## config.mk

```make
export PLATFORM = sky130hd
export DESIGN_NAME = sw_cmd_ctrl
export DESIGN_NICKNAME = d
export VERILOG_FILES = /design/src/rtl/sw_ctrl_pkg.sv /design/src/rtl/sw_btn_arbiter.sv /design/src/rtl/sw_cmd_ctrl.sv
export SDC_FILE = /design/constraint.sdc
export NUM_CORES = 1
export LEC_CHECK = 0
export CORE_AREA = 2 2 39 41
export DETAILED_ROUTE_END_ITERATION = 6
export DIE_AREA = 0 0 41 43
export GPL_ROUTABILITY_DRIVEN = 0
export PLACE_DENSITY = 0.82
export SYNTH_ARGS = -nofsm -noshare
export SYNTH_HDL_FRONTEND = slang
export SYNTH_HIERARCHICAL = 1
export SYNTH_SLANG_ARGS = --single-unit
export TNS_END_PERCENT = 5
```

## constraint.sdc

```tcl
create_clock -name clk -period 3.55 [get_ports clk]
set_input_delay 1.065 -clock clk [delete_from_list [all_inputs] [get_ports clk]]
set_output_delay 1.065 -clock clk [all_outputs]
set_load 0.01 [all_outputs]
```

## src/rtl/sw_ctrl_pkg.sv

```systemverilog
// Shared encodings for the stopwatch command controller.
// Build option: define SW_LAP_EN to add the lap button, the lap-hold output and UART code 'L'.
package sw_ctrl_pkg;

    localparam int CMD_W = 8;

    typedef enum logic [1:0] {
        ST_STOP  = 2'd0,
        ST_RUN   = 2'd1,
        ST_CLEAR = 2'd2
    } state_t;

    localparam logic [CMD_W-1:0] DEF_CODE_RUN  = 8'h52;
    localparam logic [CMD_W-1:0] DEF_CODE_CLR  = 8'h43;
    localparam logic [CMD_W-1:0] DEF_CODE_MODE = 8'h4D;
    localparam logic [CMD_W-1:0] CODE_LAP      = 8'h4C;

    // Event bit positions; a lower index means a higher grant priority.
    localparam int EV_RUN  = 0;
    localparam int EV_CLR  = 1;
    localparam int EV_MODE = 2;
`ifdef SW_LAP_EN
    localparam int EV_LAP  = 3;
    localparam int EV_W    = 4;
`else
    localparam int EV_W    = 3;
`endif

    typedef logic [EV_W-1:0] ev_t;

    function automatic ev_t first_set(input ev_t v);
        return v & (~v + ev_t'(1));
    endfunction

endpackage

```

## src/rtl/sw_btn_arbiter.sv

```systemverilog
// Button pend latches with a fixed-priority, one-event-per-clock grant.
// Build option: SW_LAP_EN widens the event vector by one lap bit (via the package).
module sw_btn_arbiter
    import sw_ctrl_pkg::*;
(
    input  logic            clk,
    input  logic            rst_n,
    input  logic            en,
    input  logic [EV_W-1:0] pulse,
    output logic [EV_W-1:0] grant,
    output logic            uart_ok
);

    logic [EV_W-1:0] pend;

    always_comb begin
        grant = '0;
        if (en) begin
            grant = first_set(pend);
        end
    end

    assign uart_ok = en & ~|pend & ~|pulse;

    // NOTE: the granted bit is cleared before new pulses are OR-ed in, so a pulse
    // landing on the same edge its bit is granted becomes a fresh pending event.
    always_ff @(posedge clk) begin
        if (!rst_n) begin
            pend <= '0;
        end else begin
            pend <= (pend & ~grant) | pulse;
        end
    end

endmodule

```

## src/rtl/sw_cmd_ctrl.sv

```systemverilog
// Stopwatch command controller: merges button events and UART commands into the STOP/RUN/CLEAR FSM.
// Build option: define SW_LAP_EN to add i_btn_lap, o_lap_hold and UART code 'L'.
module sw_cmd_ctrl
    import sw_ctrl_pkg::*;
#(
    parameter int               CLR_CYCLES = 4,
    parameter logic [CMD_W-1:0] CODE_RUN   = DEF_CODE_RUN,
    parameter logic [CMD_W-1:0] CODE_CLR   = DEF_CODE_CLR,
    parameter logic [CMD_W-1:0] CODE_MODE  = DEF_CODE_MODE
) (
    input  logic             clk,
    input  logic             rst_n,
    input  logic             i_btn_run,
    input  logic             i_btn_clr,
    input  logic             i_btn_mode,
`ifdef SW_LAP_EN
    input  logic             i_btn_lap,
`endif
    input  logic             i_cmd_valid,
    input  logic [CMD_W-1:0] i_cmd_data,
    output logic             o_cmd_ready,
    output logic             o_run,
    output logic             o_clear,
    output logic             o_mode,
`ifdef SW_LAP_EN
    output logic             o_lap_hold,
`endif
    output logic [1:0]       o_state
);

    localparam int CNT_W = (CLR_CYCLES > 1) ? $clog2(CLR_CYCLES) : 1;

    state_t          state;
    logic [CNT_W-1:0] clr_cnt;
    logic [EV_W-1:0] pulse;
    logic [EV_W-1:0] btn_ev;
    logic [EV_W-1:0] cmd_ev;
    logic [EV_W-1:0] ev;
    logic            uart_ok;

    always_comb begin
        pulse          = '0;
        pulse[EV_RUN]  = i_btn_run;
        pulse[EV_CLR]  = i_btn_clr;
        pulse[EV_MODE] = i_btn_mode;
`ifdef SW_LAP_EN
        pulse[EV_LAP]  = i_btn_lap;
`endif
    end

    sw_btn_arbiter u_arb (
        .clk     (clk),
        .rst_n   (rst_n),
        .en      (state != ST_CLEAR),
        .pulse   (pulse),
        .grant   (btn_ev),
        .uart_ok (uart_ok)
    );

    // Unknown codes still complete the handshake but map to no event.
    always_comb begin
        cmd_ev = '0;
        if (i_cmd_valid && uart_ok) begin
            if (i_cmd_data == CODE_RUN)       cmd_ev[EV_RUN]  = 1'b1;
            else if (i_cmd_data == CODE_CLR)  cmd_ev[EV_CLR]  = 1'b1;
            else if (i_cmd_data == CODE_MODE) cmd_ev[EV_MODE] = 1'b1;
`ifdef SW_LAP_EN
            else if (i_cmd_data == CODE_LAP)  cmd_ev[EV_LAP]  = 1'b1;
`endif
        end
    end

    // uart_ok already excludes any pending button, so the two sources never overlap.
    assign ev          = btn_ev | cmd_ev;
    assign o_cmd_ready = uart_ok;
    assign o_state     = state;

    always_ff @(posedge clk) begin
        if (!rst_n) begin
            state      <= ST_STOP;
            o_run      <= 1'b0;
            o_clear    <= 1'b0;
            o_mode     <= 1'b0;
            clr_cnt    <= '0;
`ifdef SW_LAP_EN
            o_lap_hold <= 1'b0;
`endif
        end else begin
            if (ev[EV_MODE]) begin
                o_mode <= ~o_mode;
            end
            case (state)
                ST_STOP: begin
                    if (ev[EV_RUN]) begin
                        state <= ST_RUN;
                        o_run <= 1'b1;
                    end else if (ev[EV_CLR]) begin
                        state      <= ST_CLEAR;
                        o_clear    <= 1'b1;
                        clr_cnt    <= CNT_W'(CLR_CYCLES - 1);
`ifdef SW_LAP_EN
                        o_lap_hold <= 1'b0;
`endif
                    end
                end
                ST_RUN: begin
                    if (ev[EV_RUN]) begin
                        state <= ST_STOP;
                        o_run <= 1'b0;
                    end
`ifdef SW_LAP_EN
                    if (ev[EV_LAP]) begin
                        o_lap_hold <= ~o_lap_hold;
                    end
`endif
                end
                ST_CLEAR: begin
                    if (clr_cnt == '0) begin
                        state   <= ST_STOP;
                        o_clear <= 1'b0;
                    end else begin
                        clr_cnt <= clr_cnt - 1'b1;
                    end
                end
                default: begin
                    state   <= ST_STOP;
                    o_run   <= 1'b0;
                    o_clear <= 1'b0;
                end
            endcase
        end
    end

endmodule

```

==> results.txt <==
* Mapped Nets: 69
- Post-route cell area: approximately 810 um2
- The multi-input combinational cells in the finished layout cover a total of 364 um2.
- After synthesis the cells add up to between 500 and 600 um2.
- The most used flip-flop cell after synthesis is sky130_fd_sc_hd__dfxtp_1.
- The startpoint identified for the worst hold timing path is clr_cnt[0].
* TritonCTS Buffers: 3
- Worst reg2reg path endpoint: clr_cnt[1]
* Post-route ant nets: 0
- Number of sinks on the clock net: 10
- Among all cell types in the netlist, the one instantiated most often is sky130_fd_sc_hd__dfxtp_1.
- Core Region: around 0.0014 mm2
* Relative slew slack: between 60% and 70%
* Setup crit end kind: output pin
- Kind of start point of the critical path: primary input
- Overflow left after global routing: 0
- Post-synthesis sequential element count: 10
* CTS Root Buffer Type: sky130_fd_sc_hd__clkbuf_4
* Initial core utilization: between 40 and 50%
* Setup TNS: 0 ns
* DR vias: 481
- For met2 alone, demand over resource in global routing was 23.8%.
- Number of warnings printed during yosys synthesis: 6
* Origin of the critical flop-to-flop path: o_state[0]
- The clock reaches the later pin of the worst-skew pair after about 0.26 ns.
- For hold timing, the worst endpoint is clr_cnt[0].
* Met1 Resource Use GR: roughly 17%
* Yosys top cell by area: sky130_fd_sc_hd__dfxtp_1
- The floorplan has 14 rows.
- Counting I/O delays and the setup requirement, the final critical path takes 3.44 ns.
- Measured in cells, the most critical reg-to-reg path has a length of 8.
- After technology mapping, the gate count stands at 54.
- Data on the critical path arrives at its endpoint at around 2.4 ns.
- For the worst setup path, the data required time is ~2.5 ns.
- For the pin with the worst max-slew slack, the measured transition is just over 0.5 ns.
- Antenna violations before repair: 0
- The average instance in the mapped netlist occupies between 10 and 15 um2.
- Share of cells above drive strength 1: ~15%
- Number of buffers on the longest clock path: 2
* RSZ-0062 raised after global routing: false
- The synthesized design contains 0 enable-type register cells.
* Result of the run: finished, final reports clean
* Synth top area share: a little over a third
- In the global route stage, overall resource usage came out at 14.9%.
- The layout has ~130 filler cells.
- Routed WL: 1060 um
* Pin count of the biggest net entering global routing: 12
- After clock tree synthesis, the clock-pin slew on the worst setup and hold paths is 0.05 ns.
- Setup bufs post-CTS: 0
- Dividing total power by cell area gives a power density of approximately 330 mW/mm2.
* Fraction of met3 tracks used by global routing: 7.85%
- The via count of the first global-routing pass came to between 400 and 500.
- The repair_antennas step left the layout with diodes totalling 0.
- Sequential area share after synthesis: between 30% and 40%
- The clock arrives with roughly 0.0090 ns of skew.
- Syn-to-layout area delta: 44.0%
- Largest fanout on the critical path: 2
- Die ar.: approximately 0.0018 mm2
- After detailed routing, the number of remaining DRC violations is 0.
* Total power consumption of the routed design: around 0.27 mW
- The first global-routing pass estimated 1750 um of wire.
- Vias per std cell: ~5
- Number of nets in the layout: 95
* Type of the setup path with the least slack: primary input to output pin
- Hold Path Cell Cnt: 1
* Standard cell area after detailed placement: about 790 um2
* First-pass detailed-route iteration total: 4
- Detailed Route Iter0 Violations: 3
- Busiest metal layer after global routing: met2
- Portion of the clock cycle consumed by the worst path in the final layout: slightly below 100%
* Maximum level of the CTS H-tree: 1
- Final setup violating endpoints: 0
- Max-cap violations in this run came to 0.
- Input and output buffers added on the ports amount to 19.
- Peak supply drop: 0.195 mV
* Yosys cell types: 28
- In the synthesized netlist the async set-or-reset flop fraction comes to 0%.
* Ports: 20
* Cell types occupying the most area after synthesis: sky130_fd_sc_hd__dfxtp_1 (35%), sky130_fd_sc_hd__nor3b_4 (6.6%), sky130_fd_sc_hd__and3b_1 (4.6%), sky130_fd_sc_hd__nor4b_4 (4.2%), sky130_fd_sc_hd__o21a_1 (4.0%)
- Die span in x: slightly above 40 um
- In the final routed layout, each cell accounts on average for between 10 and 15 um.
* Clock tree from TritonCTS: built
- Count of endpoints failing hold in the final timing report: 0
* Sequential Area: roughly 200 um2
* Lkg Pwr: roughly 0.31 nW
* Worst Hold Slack: between 0.5 and 0.6 ns
- Setup slack on the worst flop-to-flop path: approximately 1.2 ns
- Maximum clock frequency: 290 MHz
* Final number of max-transition violations: 0
- The worst hold path belongs to the class flip-flop to flip-flop.
- Die height: around 43 um
==> metrics by stage <==
| step | instances | worst slack (ns) | utilization (%) |
|---|---|---|---|
| finish | 94 | 0.108 | 58.9 |
| global route | 94 | 0.0739 | 58.9 |
| CTS | 94 | 0.0151 | 58.9 |
| detailed placement | 91 | -0.315 | 57.1 |
| global placement | 91 | -0.290 | 57.1 |
| floorplan | 54 | 0.618 | - |
==> logic make-up after synthesis <==
family	after synthesis	share of synthesized area (%)
AO/OA/AOI/OAI	14	19.7
XOR/XNOR	2	3.10
adder cells (fa/ha/maj)	1	2.21
buffers and inverters	2	1.33
flip-flops	10	35.4
AND/OR/NAND/NOR	25	38.3
==> where the power goes <==
group / internal [mW] / switching (mW) / leakage [nW] / total (mW)
Clock: 0.0389 / 0.0341 / 0.0138 / 0.0730
Combinational: 0.0436 / 0.0245 / 0.219 / 0.0681
Sequential: 0.122 / 0.00933 / 0.0825 / 0.131
Total: 0.205 / 0.0680 / 0.315 / 0.273
==> worst max-delay path, cell delays in order <==
cell,delay [ns]
sky130_fd_sc_hd__clkdlybuf4s50_1,0.42
sky130_fd_sc_hd__or4_4,0.55
sky130_fd_sc_hd__nor3b_4,0.19
sky130_fd_sc_hd__buf_2,0.15
==> layout make-up <==
cell class                 count  share of cell area (%)
timing repair buffer          21                    24.6
multi-input combinational     42                    44.7
inverter                       2                   0.922
clock buffer                   3                    2.76
tap                           16                    2.46
sequential                    10                    24.6
==> state kept, by name, indices dropped and copies added (netlist names) <==
register and flops:
o_mode 1, clr_cnt 2, o_clear 1, u_arb/pend 3, o_state 2, o_run 1
==> how the worst max path moves through the flow <==
stage	startpoint	to	slack [ns]	cells after the start
floorplan	i_btn_run	o_cmd_ready	0.62	2
finish	i_btn_run	o_cmd_ready	0.11	4
global placement	i_btn_run	o_cmd_ready	-0.29	4
detailed placement	i_btn_run	o_cmd_ready	-0.31	4
CTS	i_btn_run	o_cmd_ready	0.02	4
global route	i_btn_run	o_cmd_ready	0.07	4
==> per-layer routing <==
layer | wire length [um] | part of all wire [%]
met4 | 0 | 0
met3 | 47 | 4.4
met5 | 0 | 0
met1 | 451 | 43
met2 | 561 | 53
==> placed cells by master, fill, tap and decap left out <==
cell type,synthesis,routed
sky130_fd_sc_hd__nand2_1,3,3
sky130_fd_sc_hd__clkbuf_4,0,3
sky130_fd_sc_hd__o21ai_0,2,2
sky130_fd_sc_hd__a31oi_1,2,2
sky130_fd_sc_hd__a31oi_4,1,1
sky130_fd_sc_hd__o31a_1,2,2
sky130_fd_sc_hd__or4_4,1,1
sky130_fd_sc_hd__a21oi_1,1,1
sky130_fd_sc_hd__inv_1,2,2
sky130_fd_sc_hd__nor4b_4,1,1
sky130_fd_sc_hd__nor3b_1,2,2
sky130_fd_sc_hd__buf_2,0,1
sky130_fd_sc_hd__and2_1,3,3
sky130_fd_sc_hd__xor2_1,1,1
sky130_fd_sc_hd__nor3_1,1,1
sky130_fd_sc_hd__nor2b_1,3,3
sky130_fd_sc_hd__nor2_1,1,1
sky130_fd_sc_hd__a21boi_0,1,1
sky130_fd_sc_hd__clkdlybuf4s50_1,0,18
sky130_fd_sc_hd__o21ai_1,1,1
sky130_fd_sc_hd__dfxtp_1,10,10
sky130_fd_sc_hd__o311a_1,1,1
sky130_fd_sc_hd__and3b_1,3,3
sky130_fd_sc_hd__nand2b_1,1,1
sky130_fd_sc_hd__nor3b_4,2,3
sky130_fd_sc_hd__and4b_1,2,2
sky130_fd_sc_hd__ha_1,1,1
sky130_fd_sc_hd__o21a_1,3,3
sky130_fd_sc_hd__xnor2_1,1,1
sky130_fd_sc_hd__and2_0,1,1
sky130_fd_sc_hd__buf_4,0,2
==> what timing repair did <==
action / 4_1_cts / 5_1_grt
cloned: 0 / 0
endpoints found under the setup margin: 1 / 1
pin swaps: 1 / 0
hold buffers: 0 / 0
resized for setup: 3 / 2
No activity file was read; power rests on OpenSTA's default activity.
